$ cat src/rtl/plru_tree_pkg.sv
// Shared definitions for the tree-PLRU replacement block.
// Holds the parameter legality checks, the set-index width derivation and
// the helpers that map a way and a tree level onto a heap node index.
package plru_tree_pkg;

  function automatic bit is_pow2(input int unsigned n);
    return (n != 0) && ((n & (n - 1)) == 0);
  endfunction

  function automatic bit ways_legal(input int unsigned ways);
    return is_pow2(ways) && (ways >= 2) && (ways <= 16);
  endfunction

  function automatic bit sets_legal(input int unsigned sets);
    return is_pow2(sets) && (sets >= 1) && (sets <= 256);
  endfunction

  // A single set still gets a 1-bit index so the ports never collapse.
  function automatic int unsigned set_width(input int unsigned sets);
    return (sets <= 2) ? 1 : $clog2(sets);
  endfunction

  // Heap index of the node that way 'way' passes through at 'level' (root = 0).
  function automatic int unsigned path_node(input int unsigned way,
                                            input int unsigned level,
                                            input int unsigned levels);
    return ((32'd1 << level) - 32'd1) + (way >> (levels - level));
  endfunction

  // 1 when the way lies in the upper subtree of its node at 'level'.
  function automatic bit path_upper(input int unsigned way,
                                    input int unsigned level,
                                    input int unsigned levels);
    return 1'((way >> (levels - 32'd1 - level)) & 32'd1);
  endfunction

endpackage

$ cat src/rtl/plru_tree_pick.sv
// Eligible-aware walk of one PLRU tree.
// Ports: tree     - WAYS-1 node bits in heap order (1 = go to upper subtree)
//        eligible - ways that may be chosen
//        way_c    - one-hot chosen way, zero when nothing is eligible
module plru_tree_pick #(
  parameter int unsigned WAYS = 8
) (
  input  logic [WAYS-2:0] tree,
  input  logic [WAYS-1:0] eligible,
  output logic [WAYS-1:0] way_c
);

  localparam int unsigned LEVELS = $clog2(WAYS);

  // Follow the node bit unless that side has no eligible way.
  always_comb begin
    int unsigned node;
    int unsigned base;
    int unsigned half;
    logic        lo_any;
    logic        hi_any;
    logic        go_up;
    node   = 0;
    base   = 0;
    half   = WAYS;
    lo_any = 1'b0;
    hi_any = 1'b0;
    go_up  = 1'b0;
    for (int unsigned l = 0; l < LEVELS; l++) begin
      half   = half >> 1;
      lo_any = 1'b0;
      hi_any = 1'b0;
      for (int unsigned w = 0; w < WAYS; w++) begin
        if ((w >= base) && (w < base + half)) begin
          lo_any = lo_any | eligible[w];
        end else if ((w >= base + half) && (w < base + 2 * half)) begin
          hi_any = hi_any | eligible[w];
        end
      end
      go_up = 1'(tree >> node);
      if (go_up && !hi_any) begin
        go_up = 1'b0;
      end else if (!go_up && !lo_any) begin
        go_up = 1'b1;
      end
      if (go_up) begin
        base = base + half;
      end
      node = 2 * node + 1 + 32'(go_up);
    end
    way_c = (|eligible) ? (WAYS'(1) << base) : '0;
  end

endmodule

$ cat src/rtl/plru_tree.sv
// Multi-set tree pseudo-LRU replacement state with lock and invalid-first
// victim selection.
// Ports: clk, rst_n (async, active-low)
//        acc_valid/acc_set/acc_way       - touch (hit) of a one-hot way
//        alc_valid/alc_set               - allocation request
//        valid_mask/lock_mask            - line-valid and lock bits of alc_set
//        inv_all                         - clear every tree
//        victim/alc_fail                 - combinational allocation result
module plru_tree
  import plru_tree_pkg::*;
#(
  parameter int unsigned WAYS = 8,
  parameter int unsigned SETS = 4,
  localparam int unsigned SET_W = set_width(SETS)
) (
  input  logic             clk,
  input  logic             rst_n,
  input  logic             acc_valid,
  input  logic [SET_W-1:0] acc_set,
  input  logic [WAYS-1:0]  acc_way,
  input  logic             alc_valid,
  input  logic [SET_W-1:0] alc_set,
  input  logic [WAYS-1:0]  valid_mask,
  input  logic [WAYS-1:0]  lock_mask,
  input  logic             inv_all,
  output logic [WAYS-1:0]  victim,
  output logic             alc_fail
);

  localparam int unsigned NODES  = WAYS - 1;
  localparam int unsigned LEVELS = $clog2(WAYS);

  if (!ways_legal(WAYS)) begin : g_bad_ways
    $error("plru_tree: WAYS must be a power of two in 2..16");
  end
  if (!sets_legal(SETS)) begin : g_bad_sets
    $error("plru_tree: SETS must be a power of two in 1..256");
  end

  logic [NODES-1:0] tree_q [SETS];
  logic [NODES-1:0] alc_tree;
  logic [NODES-1:0] acc_tree;
  logic [NODES-1:0] alc_next;
  logic [NODES-1:0] acc_next;
  logic [WAYS-1:0]  eligible;
  logic [WAYS-1:0]  inv_elig;
  logic [WAYS-1:0]  inv_pick;
  logic [WAYS-1:0]  walk_pick;
  logic             alc_upd;
  logic             acc_upd;

  // Point every node on the way's path away from that way.
  function automatic logic [NODES-1:0] touch(input logic [NODES-1:0] t,
                                             input logic [WAYS-1:0]  oh);
    logic [NODES-1:0] r;
    int unsigned      w;
    int unsigned      n;
    r = t;
    w = 0;
    for (int unsigned i = 0; i < WAYS; i++) begin
      if (oh[i]) w = i;
    end
    for (int unsigned l = 0; l < LEVELS; l++) begin
      n = path_node(w, l, LEVELS);
      if (path_upper(w, l, LEVELS)) r = r & ~(NODES'(1) << n);
      else                          r = r | (NODES'(1) << n);
    end
    return r;
  endfunction

  assign alc_tree = tree_q[alc_set];
  assign acc_tree = tree_q[acc_set];
  assign eligible = ~lock_mask;
  assign inv_elig = eligible & ~valid_mask;
  // Isolate the lowest set bit: lowest-indexed eligible invalid way.
  assign inv_pick = inv_elig & (~inv_elig + WAYS'(1));

  plru_tree_pick #(.WAYS(WAYS)) u_pick (
    .tree     (alc_tree),
    .eligible (eligible),
    .way_c    (walk_pick)
  );

  // Victim select: no eligible way fails, invalid lines win over the tree.
  always_comb begin
    victim   = '0;
    alc_fail = 1'b0;
    if (alc_valid) begin
      if (~|eligible) begin
        alc_fail = 1'b1;
      end else if (|inv_elig) begin
        victim = inv_pick;
      end else begin
        victim = walk_pick;
      end
    end
  end

  // Invalid-way fills leave the tree alone; only tree-walk victims age it.
  // An allocation to a set suppresses a same-cycle touch of that set.
  assign alc_upd  = alc_valid & (|eligible) & ~(|inv_elig);
  assign acc_upd  = acc_valid & (|acc_way) & ~(alc_valid & (acc_set == alc_set));
  assign alc_next = touch(alc_tree, walk_pick);
  assign acc_next = touch(acc_tree, acc_way);

  // Per-set state update with inv_all taking priority.
  always_ff @(posedge clk or negedge rst_n) begin
    if (!rst_n) begin
      for (int unsigned s = 0; s < SETS; s++) tree_q[s] <= '0;
    end else if (inv_all) begin
      for (int unsigned s = 0; s < SETS; s++) tree_q[s] <= '0;
    end else begin
      for (int unsigned s = 0; s < SETS; s++) begin
        if (alc_upd && (alc_set == SET_W'(s))) begin
          tree_q[s] <= alc_next;
        end else if (acc_upd && (acc_set == SET_W'(s))) begin
          tree_q[s] <= acc_next;
        end
      end
    end
  end

endmodule

$ cat config.mk
export PLATFORM = sky130hd
export DESIGN_NAME = plru_tree
export DESIGN_NICKNAME = d
export VERILOG_FILES = /design/src/rtl/plru_tree_pkg.sv /design/src/rtl/plru_tree_pick.sv /design/src/rtl/plru_tree.sv
export SDC_FILE = /design/constraint.sdc
export NUM_CORES = 1
export LEC_CHECK = 0
export CAP_MARGIN = 20
export CELL_PAD_IN_SITES_DETAIL_PLACEMENT = 1
export CELL_PAD_IN_SITES_GLOBAL_PLACEMENT = 1
export CORE_AREA = 2 2 81 83
export CTS_CLUSTER_DIAMETER = 60
export DETAILED_ROUTE_END_ITERATION = 12
export DIE_AREA = 0 0 83 85
export GPL_ROUTABILITY_DRIVEN = 1
export GPL_TIMING_DRIVEN = 1
export PLACE_DENSITY = 0.93
export SETUP_SLACK_MARGIN = 0.3
export SLEW_MARGIN = 20
export SYNTH_ARGS = -nofsm -noshare
export SYNTH_HDL_FRONTEND = slang
export SYNTH_SLANG_ARGS = --single-unit
$ cat constraint.sdc
create_clock -name clk -period 11.55 [get_ports clk]
set_input_delay 3.465 -clock clk [delete_from_list [all_inputs] [get_ports clk]]
set_output_delay 3.465 -clock clk [all_outputs]
set_load 0.02 [all_outputs]
# Word-level counts from Yosys, hierarchy flattened
# Cells that the tools add are included.
[word_totals] out_inout_bits=9 regBits=28 ramBits=0 n_memories=0 word_cells=326 romBits=0 latchBits=0 input_bits=33
[classes] mux=98 order_cmp=66 n_mul=0 div_mod_pow=0 bitwise_logic=66 add_sub_neg=12 reduce_logical=64 n_shift=9 n_eq_ne=7
[op_table] cell="greater-or-equal comparator 3 x 32 -> 1 bit, first input constant" count=16
[op_table] cell="< comparator 3 x 32 -> 1 bit, first input constant" count=16
[op_table] cell="greater-or-equal comparator 2 x 32 -> 1 bit, first input constant" count=8
[op_table] cell="< comparator 1 x 32 -> 1 bit, first input constant" count=8
[op_table] cell="< comparator 2 x 32 -> 1 bit, first input constant" count=8
[op_table] cell="two-way mux 32 bit" count=8
[op_table] cell="greater-or-equal comparator 1 x 32 -> 1 bit, first input constant" count=7
[op_table] cell="two-way mux 7 bit" count=18
[op_table] cell="adder 2 x 31 -> 32 bit, first input constant" count=2
[op_table] cell="adder 32 x 1 -> 32 bit, second input constant" count=2
[op_table] cell="<< shifter 1 x 32 -> 7 bit, first input constant" count=2
[op_table] cell="right shift 7 x 32 -> 1 bit" count=2
[op_table] cell="adder 1 x 30 -> 31 bit, first input constant" count=2
[op_table] cell="<< shifter 1 x 31 -> 7 bit, first input constant" count=2
[op_table] cell="two-way mux 1 bit" count=58
[op_table] cell="logical AND 1 bit" count=46
[op_table] cell="bitwise AND 7 bit" count=6
[op_table] cell="inverter 7 bit" count=6
[op_table] cell="OR 7 bit" count=6
[op_table] cell="OR 1 bit" count=34
[op_table] cell="adder 32 x 1 -> 32 bit" count=1
[op_table] cell="adder 32 x 2 -> 32 bit, second input constant" count=1
[op_table] cell="adder 32 x 3 -> 32 bit, second input constant" count=1
[op_table] cell="two-way mux 8 bit" count=4
[op_table] cell="other kinds (24)" count=58

# Depth between registers and ports, before layout
# Gate-level depths: netlist (run 1).
[depth] ltp_word=87 depth_mapped=13 ltp_nobuf=12

# By module
# A second synthesis (run 1) with hierarchy kept.
[hier_totals] cells_unflattened=344 hier_area_um2=2930.3
[modules_own_cells] mod="plru_tree" instances=1 seq_area_each_um2=700.7 area_per_inst_um2=2371.0 cells_per_inst=273
[modules_own_cells] mod="plru_tree_pick" instances=1 seq_area_each_um2=0.0 area_per_inst_um2=559.3 cells_per_inst=71

# Worst setup path before layout (run 1)
# Ideal clock, no wire load.
[synth_timing] path_kind="input -> output" start="in alc_set[0]" end="out victim[7]" required_time_ps=8085 path_slack_ps=1454 cell_stages=11 arrival_ps=6631 path_buffers=0 cell_sequence="mux4_2 nand2b_1 a221o_1 nand2_4 inv_1 ha_1 nor2b_1 a2111oi_0 mux2i_1 o31a_1 nor3_1"
[synth_via] elab_chain_len=74 word_cells_on_any_way=212 classes_between="add/sub: 7; order compare: 64; shift: 3; mux: 64; bitwise: 29; reduce/logical: 45"
[synth_rtl] element="start: declaration" line_no="plru_tree.sv:22" text="input logic [SET_W-1:0] alc_set,"
[synth_rtl] element="inverter 2 -> 3 bit (not written as such) *" line_no="plru_tree.sv:71" text="assign alc_tree = tree_q[alc_set];"
[synth_rtl] element="binary-select mux 7 bit (select 2 bit) *" line_no="plru_tree.sv:71"
[synth_rtl] element="two-way mux 7 bit (not written as such) * (2 in a row)" line_no="plru_tree.sv:71"
[synth_rtl] element="logical NOT 1 bit" line_no="plru_tree_pick.sv:43" text="end else if (!go_up && !lo_any) begin"
[synth_rtl] element="logical AND 1 bit" line_no="plru_tree_pick.sv:43"
[synth_rtl] element="two-way mux 1 bit" line_no="plru_tree_pick.sv:43"
[synth_rtl] element="two-way mux 1 bit" line_no="plru_tree_pick.sv:41" text="if (go_up && !hi_any) begin"
[synth_rtl] element="two-way mux 3 bit" line_no="plru_tree_pick.sv:46" text="if (go_up) begin"
[synth_rtl] element="(+57 left out)"
[synth_rtl] element="logical AND 1 bit" line_no="plru_tree_pick.sv:41"
[synth_rtl] element="two-way mux 1 bit" line_no="plru_tree_pick.sv:41"
[synth_rtl] element="two-way mux 32 bit *" line_no="plru_tree_pick.sv:46"
[synth_rtl] element="<< shifter 1 x 32 -> 8 bit *" line_no="plru_tree_pick.sv:51" text="way_c = (|eligible) ? (WAYS'(1) << base) : '0;"
[synth_rtl] element="two-way mux 8 bit *" line_no="plru_tree_pick.sv:51"
[synth_rtl] element="two-way mux 8 bit *" line_no="plru_tree.sv:91" text="end else if (|inv_elig) begin"
[synth_rtl] element="two-way mux 8 bit *" line_no="plru_tree.sv:89" text="if (~|eligible) begin"
[synth_rtl] element="two-way mux 8 bit *" line_no="plru_tree.sv:88" text="if (alc_valid) begin"
[synth_rtl] element="end: declaration" line_no="plru_tree.sv:26" text="output logic [WAYS-1:0] victim,"
# Every way passes the cells marked *; elsewhere a longest branch is shown, timed or not. The select of a mux whose other input is x is not followed.

# Final worst setup path (run 1)
[layout_timing] start="in alc_set[0]" end="out victim[3]"
# The elaborated chain is that of the path after synthesis.

==> flow_summary.ini, run 1 <==
[critical_path]
critPathLaunchType = primary input
r2r-start = tree_q[21]$_DFFE_PN0P_
cp_max_fo = 11
crit_arrival_ps = 7410
cp-startpoint = alc_set[0]
r2r_end = tree_q[4]$_DFFE_PN0P_
reg2reg_setup_slack_ps = 7800
crit_path_end_kind = primary output
worstSetupPathType = in2out
reg2reg_depth = 12
crit_required_ps = 8090
crit_end = victim[3]

[layout]
largest_register_ffs = 28
largestRegisters = tree_q (28)
regMostFlops = tree_q
drive_gt1_share_pct = 14.0
antennaDiodeCount = 0
layout.nets = 385
area_growth_pct = 21.3
final_cell_area_um2 = 3280
post-route-util_pct = 52.9

[clocking]
cts_tree = done
clkLatencyLatePin_ps = 290
cts.sinks = 28
cts_made_buffers = 3
htreeDepth = 1
cts-root-buf = clkbuf_8
clk_pin_slew_ps = 100
cts_buffer_depth = 2

[logic_synthesis]
synth_top_area_share_pct = 25.9
yosys_warnings = 0
synth-seq-area-share_pct = 25.9
yosysUniqueCellTypes = 65
ys_ff_latch = 28
synth-async-reset-ratio_pct = 100
synth_top_cell_by_area = dfrtp_1
synth_edf_count = 0
synth_nets = 345
ys.flop_type = dfrtp_1
synthTopCellsByArea = dfrtp_1 (26%), mux4_2 (8.3%), mux2_2 (4.2%)
syn_area_um2 = 2710
netlist_instances = 305
synth_most_common_cell = nor2_1
ys_top_cells_by_count = nor2_1 (29), dfrtp_1 (28), nand2_1 (26)
avgSynthCellArea_um2 = 8.87

[placed_design]
placed_area_um2 = 3210
hpwl_um = 7420
gp_congestion = 0.860
port_buffers = 41

[die]
core_um2 = 6200
die_area_um2 = 7060
fp.dieH_um = 85
die_width_um = 83
io_pins = 42
initial_utilization_pct = 43.6
placementRows = 29

[global_routing]
gr-total-overflow = 0
antenna_found_initial = 0
grt_max_degree = 29
grt_pass1_wl_um = 16800
grt.total_usage_pct = 29.4
grt_pass1_vias = 3161

[status]
status = completed

[power]
power_density_nw_per_um2 = 87.3
p_leak_nw = 1.31
peakVddDrop_mv = 0.0646
finalPower_mw = 0.287

[sta]
fin_crit_sh_pct = 94.1
worst_slew_pin_slew_ps = 943
finalHoldViolCount = 0
slew_headroom_pct = 36.4
max_freq_mhz = 92.0
setup_violations = 0
finalSetupTns_ps = 0
maxSlewViolCount = 0
clock_skew_ps = 5.89
rsz0062_at_grt = false
fin_crit_ps = 10870

[flow_run]
max-cap-violations = 0

[drt]
drc_errors = 0
wire_per_inst_um = 23.8
via_count = 2894
dr.pass1.iters = 5
final_antenna_net_count = 0
routed_wirelength_um = 10000
drt-initial-drc-count = 230
vias_per_cell = 6.87

[worst_hold_path]
hold_path_class = reg2reg
hold_start = tree_q[0]$_DFFE_PN0P_
## metrics by stage
step | hold slack (ps) | worst slack (ps) | instances
4_1_cts | 536 | 420 | 420
6_report | 536 | 680 | 421
2_1_floorplan | 444 | 1450 | 305
3_3_place_gp | 466 | 274 | 416
5_1_grt | 575 | 429 | 421
3_5_place_dp | 501 | 162 | 416
## worst min path at each step
| stage | depth (start not counted) | to | slack, ps |
|---|---|---|---|
| 5_1_grt | 2 | tree_q[15]$_DFFE_PN0P_ | 580 |
| 4_1_cts | 2 | tree_q[0]$_DFFE_PN0P_ | 540 |
| 3_5_place_dp | 2 | tree_q[14]$_DFFE_PN0P_ | 500 |
| 6_report | 2 | tree_q[0]$_DFFE_PN0P_ | 540 |
| 2_1_floorplan | 2 | tree_q[14]$_DFFE_PN0P_ | 440 |
| 3_3_place_gp | 2 | tree_q[14]$_DFFE_PN0P_ | 470 |
## layer usage
layer	vias to the layer above	routed length (um)	part of all wire (%)	global-route usage, %
met5	-	0	0	0
met4	0	392	3.9	13.0
met3	48	765	7.6	5.35
met2	179	4910	49	50.8
met1	1414	3960	39	36.1
li1	1253	-	-	-
## timing repair
action / in CTS / in global routing
pin swaps: 0 / 1
setup buffers: 0 / 1
endpoints found under the setup margin: 5 / 5
hold buffers: 0 / 0
gates resized for setup: 1 / 3
## kinds of logic after synthesis
logic type / share of synthesized area (%)
compound gates: 23.5
xor+xnor: 0.647
fa+ha+maj: 3.24
buf+inv: 3.98
flops: 25.9
mux: 19.5
simple gates: 23.3
## area by class of cell
class | instances | area [um2]
fill | 730 | 2920
multi-input combinational | 251 | 1900
sequential | 28 | 701
timing repair buffer | 50 | 475
tap | 77 | 96.3
clock buffer | 3 | 41.3
inverter | 11 | 41.3
clock inverter | 1 | 30.0
## worst max-delay path, cell delays in order
cell and delay (ps):
clkbuf_2 220, mux4_2 630, nand2b_1 200, a221o_1 370, nand2_4 170, inv_1 110
ha_1 200, nor2b_1 130, a2111oi_0 420, buf_4 200, or2_1 110, a211oi_2 70
a211oi_2 230, buf_4 170, a22o_1 120, clkdlybuf4s50_1 590
## power breakdown
| part | leakage, nW | switching (mW) | total, mW | internal [mW] |
|---|---|---|---|---|
| Clock | 0.0357 | 0.0351 | 0.0817 | 0.0466 |
| Sequential | 0.386 | 0.00367 | 0.106 | 0.102 |
| Combinational | 0.891 | 0.0578 | 0.0991 | 0.0413 |
| Total | 1.31 | 0.0965 | 0.287 | 0.190 |
## layout by cell type, fill, tap and decap left out, types with 7 or more instances in the layout
cell,n
inv_1,10
buf_4,9
nor2_1,29
nor3_1,11
mux2_2,10
clkdlybuf4s50_1,39
o21ai_0,21
mux2i_1,7
a31oi_1,12
mux4_2,10
nand3_1,9
ha_1,7
and2_1,9
nand2_1,26
dfrtp_1,28
a21oi_1,16
(Power assumes the default switching activity.)
==> run 2: changes to the inputs <==
- ABC_CLOCK_PERIOD_IN_PS: default -> 11550
- CORE_AREA: 2 2 81 83 -> 2 2 96 70
- DIE_AREA: 0 0 83 85 -> 0 0 98 72
- PLACE_DENSITY: 0.93 -> 0.94
==> flow_summary.ini, run 2 (synthesis gave the netlist of run 1 again) <==
[power]
peakVddDrop_mv = 0.0491
p_leak_nw = 1.36
power_density_nw_per_um2 = 81.8

[sta]
setup_violations = 0
clock_skew_ps = 3.82
max_freq_mhz = 89.0
worst_slew_pin_slew_ps = 928
fin_crit_ps = 11240
maxSlewViolCount = 0
rsz0062_at_grt = true
fin_crit_sh_pct = 97.3
finalSetupTns_ps = 0
finalHoldViolCount = 0
slew_headroom_pct = 37.6

[global_routing]
grt.total_usage_pct = 29.2
use_met1_pct = 41.4
grt_pass1_vias = 2966
gr-total-overflow = 0
gr-usage-met3_pct = 5.68
grt_util_met2_pct = 46.3
grt_pass1_wl_um = 16100
top_usage_layer = met2
antenna_found_initial = 0
grt_max_degree = 29

[drt]
vias_per_cell = 6.70
drt-initial-drc-count = 266
via_count = 2827
final_antenna_net_count = 0
routed_wirelength_um = 9950
wire_per_inst_um = 23.6
dr.pass1.iters = 5
drc_errors = 0

[layout]
largest_register_ffs = 28
layout_common_cells = clkdlybuf4s50_1 (36), nor2_1 (29), dfrtp_1 (28)
regMostFlops = tree_q
final_common_cell = clkdlybuf4s50_1
post-route-util_pct = 53.9
layout.nets = 385
area_growth_pct = 21.4
drive_gt1_share_pct = 14.2
fill_cells = 721
largestRegisters = tree_q (28)
antennaDiodeCount = 0

[die]
die_area_um2 = 7060
die_width_um = 98
io_pins = 42
placementRows = 24
fp.dieH_um = 72
initial_utilization_pct = 44.4
core_um2 = 6100

[clocking]
cts-root-buf = clkbuf_8
clkLatencyLatePin_ps = 280
cts_tree = done
clk_pin_slew_ps = 100
cts_made_buffers = 3
cts.sinks = 28
cts_buffer_depth = 2
cts-hold-fix-buffers = 0
htreeDepth = 1

[critical_path]
worstSetupPathType = in2out
cp_max_fo = 11
crit_required_ps = 8090
reg2reg_setup_slack_ps = 7770
crit_arrival_ps = 7770
crit_path_end_kind = primary output
critPathLaunchType = primary input

[placed_design]
gp_congestion = 0.958
hpwl_um = 7530
port_buffers = 41

[status]
status = completed

[flow_run]
max-cap-violations = 0

[worst_hold_path]
hold_path_class = reg2reg
[run 2: changes by cell type in the layout (fill, tap and decap cells not counted), sizes merged]
cell	before	now
dlymetal6s2s	1	3
dlygate4sd2	0	2
bufinv	1	0
clkdlybuf4s50	39	36
[run 2: metal layers]
metal / up-vias / wire [um] / part of all wire, %
met5: - / 0 / 0
met4: 0 / 214 / 2.2
met3: 24 / 727 / 7.3
met2: 130 / 4600 / 46
met1: 1416 / 4400 / 44
li1: 1257 / - / -
[run 2: area by class of cell]
cell class | instances | area, um2 | area share [%]
clock buffers | 4 | 55.1 | 1.68
inverters | 11 | 41.3 | 1.26
flip-flops and latches | 28 | 701 | 21.3
multi-input cells | 251 | 1910 | 58.1
well taps | 78 | 97.6 | 2.97
repair buffers | 50 | 483 | 14.7
[run 2: worst paths after layout]
check,endpoint,depth (start not counted),from
worst max-delay path,victim[3],14,alc_set[0]
worst min-delay path,tree_q[21]$_DFFE_PN0P_,2,tree_q[21]$_DFFE_PN0P_
worst max register to register,tree_q[4]$_DFFE_PN0P_,12,tree_q[0]$_DFFE_PN0P_
worst min register to register,tree_q[21]$_DFFE_PN0P_,2,tree_q[21]$_DFFE_PN0P_
max in group asynchronous,tree_q[18]$_DFFE_PN0P_,2,rst_n
min in group asynchronous,tree_q[8]$_DFFE_PN0P_,2,rst_n
[run 2: worst max-delay path: stages]
cell             delay [ps]
clkdlybuf4s50_1         550
buf_4                   240
mux4_2                  610
a21oi_2                 220
a211o_2                 170
nand2_4                 110
ha_2                    410
mux4_2                  570
or2_1                   260
a211oi_2                200
a211oi_2                 70
buf_4                   170
a22o_1                  180
clkdlybuf4s50_1         540
[run 2: what timing repair did]
action / CTS / global route
buffers inserted: 1 / 0
gates resized for setup: 2 / 6
pin swaps: 1 / 0
endpoints found under the setup margin: 3 / 7
gates cloned: 0 / 0
[run 2: where the power goes]
| part | internal, mW | switching (mW) |
|---|---|---|
| registers | 0.102 | 0.00356 |
| clock network | 0.0306 | 0.0321 |
| logic | 0.0420 | 0.0584 |
[run 2: stage by stage]
stage	power [mW]	setup WS (ps)	hold slack, ps	cells	cell area (um2)
floorplan	0.164	1450	444	305	2710
global placement	0.198	402	481	417	3210
detailed placement	0.203	222	497	417	3210
CTS	0.267	260	520	422	3270
global route	0.281	134	577	422	3280
finish	0.269	312	522	422	3280
==> run 3: changes to the inputs <==
- CORE_AREA: 2 2 96 70 -> 8 8 102 76
- DIE_AREA: 0 0 98 72 -> 0 0 110 84
==> flow_summary.ini, run 3 (synthesis gave the netlist of run 1 again) <==
[sta]
rsz0062_at_grt = false
maxSlewViolCount = 0
fin_crit_sh_pct = 94.9
worst_slew_pin_slew_ps = 880
setup_ws_ps = 595
finalSetupTns_ps = 0
clock_skew_ps = 4.55
slew_headroom_pct = 40.6
max_freq_mhz = 91.3
hold_ws_ps = 525
setup_violations = 0
fin_crit_ps = 10960
finalHoldViolCount = 0

[drt]
routedLengthMet1_um = 4420
via_count = 2835
wl_met2_um = 4820
wire_per_inst_um = 24.4
drt-initial-drc-count = 206
final_antenna_net_count = 0
highest_layer = met4
drc_errors = 0
vias_per_cell = 6.75
routed_wirelength_um = 10200
dr.pass1.iters = 5
met3WireLength_um = 814

[die]
io_pins = 42
core_um2 = 6100
initial_utilization_pct = 44.4
die_width_um = 110
fp.dieH_um = 84
die_area_um2 = 9240
placementRows = 24

[clocking]
clkLatencyLatePin_ps = 280
cts-hold-fix-buffers = 0
clk_pin_slew_ps = 100
post_cts_buffers = 0
cts-root-buf = clkbuf_8
cts_made_buffers = 3
cts.sinks = 28
htreeDepth = 1
cts_tree = done
cts_buffer_depth = 2

[global_routing]
grt_pass1_wl_um = 16400
grt_pass1_vias = 2939
grt.total_usage_pct = 22.8
antenna_found_initial = 0
gr-total-overflow = 0
grt_max_degree = 29

[layout]
fill_cells = 710
area_growth_pct = 20.6
final_common_cell = clkdlybuf4s50_1
largestRegisters = tree_q (28)
multi_input_area_um2 = 1910
largest_register_ffs = 28
layout_common_cells = clkdlybuf4s50_1 (39), nor2_1 (29), dfrtp_1 (28)
antennaDiodeCount = 0
regMostFlops = tree_q
layout.nets = 384
regArea_um2 = 701
drive_gt1_share_pct = 13.7

[critical_path]
cp_max_fo = 11
crit_arrival_ps = 7490
critPathLaunchType = primary input
crit_path_end_kind = primary output
crit_required_ps = 8090
worstSetupPathType = in2out

[flow_run]
max-cap-violations = 0

[placed_design]
hpwl_um = 8040
gp_congestion = 0.918
port_buffers = 41
pre_cts_slack_ps = 296

[power]
power_density_nw_per_um2 = 79.7
p_leak_nw = 1.29
peakVddDrop_mv = 0.0716

[status]
status = completed

[worst_hold_path]
hold_path_class = reg2reg
run 3: cell types whose count changed in the layout (fill, tap and decap cells not counted), sizes merged:
cell and change:
clkdlybuf4s15 +1, clkbuf -1, clkdlybuf4s50 +3, dlymetal6s2s -2, dlygate4sd2 -2, buf -1
run 3: area by class of cell:
type | instances | area share, %
Multi-Input combinational cell | 251 | 58.5
Tap cell | 78 | 2.99
Sequential cell | 28 | 21.5
Timing Repair Buffer | 49 | 14.5
Inverter | 11 | 1.26
Clock buffer | 3 | 1.26
run 3: final timing paths:
path | from | endpoint | slack (ps) | cells past startpoint
setup / recovery | alc_set[0] | victim[2] | 590 | 16
hold / removal | tree_q[14]$_DFFE_PN0P_ | tree_q[14]$_DFFE_PN0P_ | 530 | 2
setup reg to reg | tree_q[21]$_DFFE_PN0P_ | tree_q[4]$_DFFE_PN0P_ | 7900 | 12
hold reg to reg | tree_q[14]$_DFFE_PN0P_ | tree_q[14]$_DFFE_PN0P_ | 530 | 2
max in group asynchronous | rst_n | tree_q[13]$_DFFE_PN0P_ | 7700 | 2
min in group asynchronous | rst_n | tree_q[8]$_DFFE_PN0P_ | 3560 | 2
run 3: repair_timing:
item                       in CTS  in global routing
gates cloned                    0                  0
hold endpoints to repair        0                  0
setup endpoints to repair       1                  6
resized for setup               1                  2
pin swaps                       0                  0
run 3: worst max-delay path: stages:
cell             delay (ps)
clkdlybuf4s15_1         340
mux4_2                  650
nand2b_1                220
a221o_1                 370
nand2_4                 160
inv_1                   110
ha_1                    210
nor2b_1                 130
a2111oi_0               370
buf_4                   210
or2_1                   110
a211oi_2                 60
a211oi_2                250
buf_4                   190
o21ai_1                  80
clkdlybuf4s50_1         540
run 3: per-layer routing:
layer	vias to the layer above	global-route usage, %
li1	1254	-
met1	1451	30.8
met2	111	34.7
met3	19	5.63
met4	0	6.36
met5	-	0
run 3: per-stage QoR:
stage	instances	power [mW]	util, %	instance area (um2)
global route	420	0.274	53.6	3260
finish	420	0.260	53.6	3260
CTS	420	0.259	53.3	3250
detailed placement	417	0.205	52.6	3210
floorplan	305	0.164	-	2710
global placement	417	0.199	52.6	3210
run 3: where the power goes:
group / internal, mW / switching (mW) / leakage, nW
sequential: 0.102 / 0.00358 / 0.386
combinational: 0.0414 / 0.0584 / 0.887
clock: 0.0235 / 0.0314 / 0.0216
total: 0.167 / 0.0933 / 1.29
==> RTL change, RTL diff (flow settings as in run 2) <==
`WAYS` is set to 8 in 2 places; all go to 4.
--- a/src/rtl/plru_tree_pick.sv
+++ b/src/rtl/plru_tree_pick.sv
@@ -3,7 +3,7 @@
 //        eligible - ways that may be chosen
 //        way_c    - one-hot chosen way, zero when nothing is eligible
 module plru_tree_pick #(
-  parameter int unsigned WAYS = 8
+  parameter int unsigned WAYS = 4
 ) (
   input  logic [WAYS-2:0] tree,
   input  logic [WAYS-1:0] eligible,
--- a/src/rtl/plru_tree.sv
+++ b/src/rtl/plru_tree.sv
@@ -9,7 +9,7 @@
 module plru_tree
   import plru_tree_pkg::*;
 #(
-  parameter int unsigned WAYS = 8,
+  parameter int unsigned WAYS = 4,
   parameter int unsigned SETS = 4,
   localparam int unsigned SET_W = set_width(SETS)
 ) (
Ports: changed (resized acc_way, lock_mask, valid_mask and victim); port bits go from 42 to 26. The function was not compared with the original's and may differ.
==> RTL change against run 2 <==
Non-clock buffer count shrank 25; core utilization shrank 29 points; critical path type unchanged; total power shrank 56%; wire length shrank 64%; area after synthesis shrank 58%; cell area shrank 55%; global-route usage shrank 19 points; highest routed layer unchanged; worst setup slack gained 1.6 ns; sequential cell count shrank 16.
==> RTL change: results (changes against run 2) <==
finish:
  multi_input_area_share_pct: 52.3  # -5.7 points
  final_cell_count_no_fill: 220  # -48%
  multi_input_cells: 96  # -62%
  inv_count: 6  # -5
  area_share_clock_buf_inv_pct: 2.76  # +1.1 points
critical_path:
  critPathArrivalTime_ns: 6.14  # -1.63 ns
global_routing:
  met1_usage_pct: 12.6  # -29 points
  met3_usage_pct: 3.76  # -1.9 points
  grt_max_degree: 14  # -52%
  grt_pass1_wl_mm: 5.96  # -63%
logic_synthesis:
  synth.avg_cell_area_um2: 9.45  # +6.5%
  synth-seq-cells: 12  # -57%
  synth.cells.most_frequent: "12 x dfrtp_1, 11 x nor2_1, 8 x mux2i_1, 8 x nand2_1, 7 x o21ai_0"
place:
  dp_slack_ns: 1.91  # +1.69 ns
  place_congestion: 0.862  # -10%
  place_inst: 217  # -48%
  place_hpwl_mm: 2.87  # -62%
  port_buffers: 25  # -39%
outcome:
  outcome: "completed"
timing:
  clock_skew_ns: 0.00359  # -0.000234 ns
routing:
  first_pass_iters: 4  # -1
  wl_met1_mm: 1.61  # -64%
  wl_met3_um: 181  # -75%
clock_tree:
  clk_pin_slew_ns: 0.05  # -0.05 ns
power_and_ir_drop:
  ir_worst_vdd_mv: 0.0276  # -44%
  power_density_mw_per_mm2: 79.9  # -2.3%
-- RTL change: critical path: stages --
cell and delay [ns]:
clkdlybuf4s50_1 0.77, mux4_2 0.64, a21oi_1 0.27, o21ai_0 0.11, a211oi_1 0.24, clkdlybuf4s50_1 0.64
-- RTL change: cells by family (layout without fill, tap and decap cells) --
family                    Yosys count  count (layout)  share of synthesized area, %
DFF                                12              12                          26.3
muxes                              17              17                          21.1
AOI/OAI and AO/OA                  37              37                          24.2
and+or+nand+nor                    40              40                          21.6
buffers and inverters              13              34                          5.36
xor gates and xnor gates            2               2                          1.53
-- RTL change: final timing paths --
kind	end	slack (ns)	start
max	victim[1]	1.95	alc_set[0]
min	tree_q[5]	0.63	tree_q[5]
max reg2reg	tree_q[4]	9.55	tree_q[3]
min reg2reg	tree_q[5]	0.63	tree_q[5]
max in group asynchronous	tree_q[2]	7.56	rst_n
min in group asynchronous	tree_q[11]	3.60	rst_n
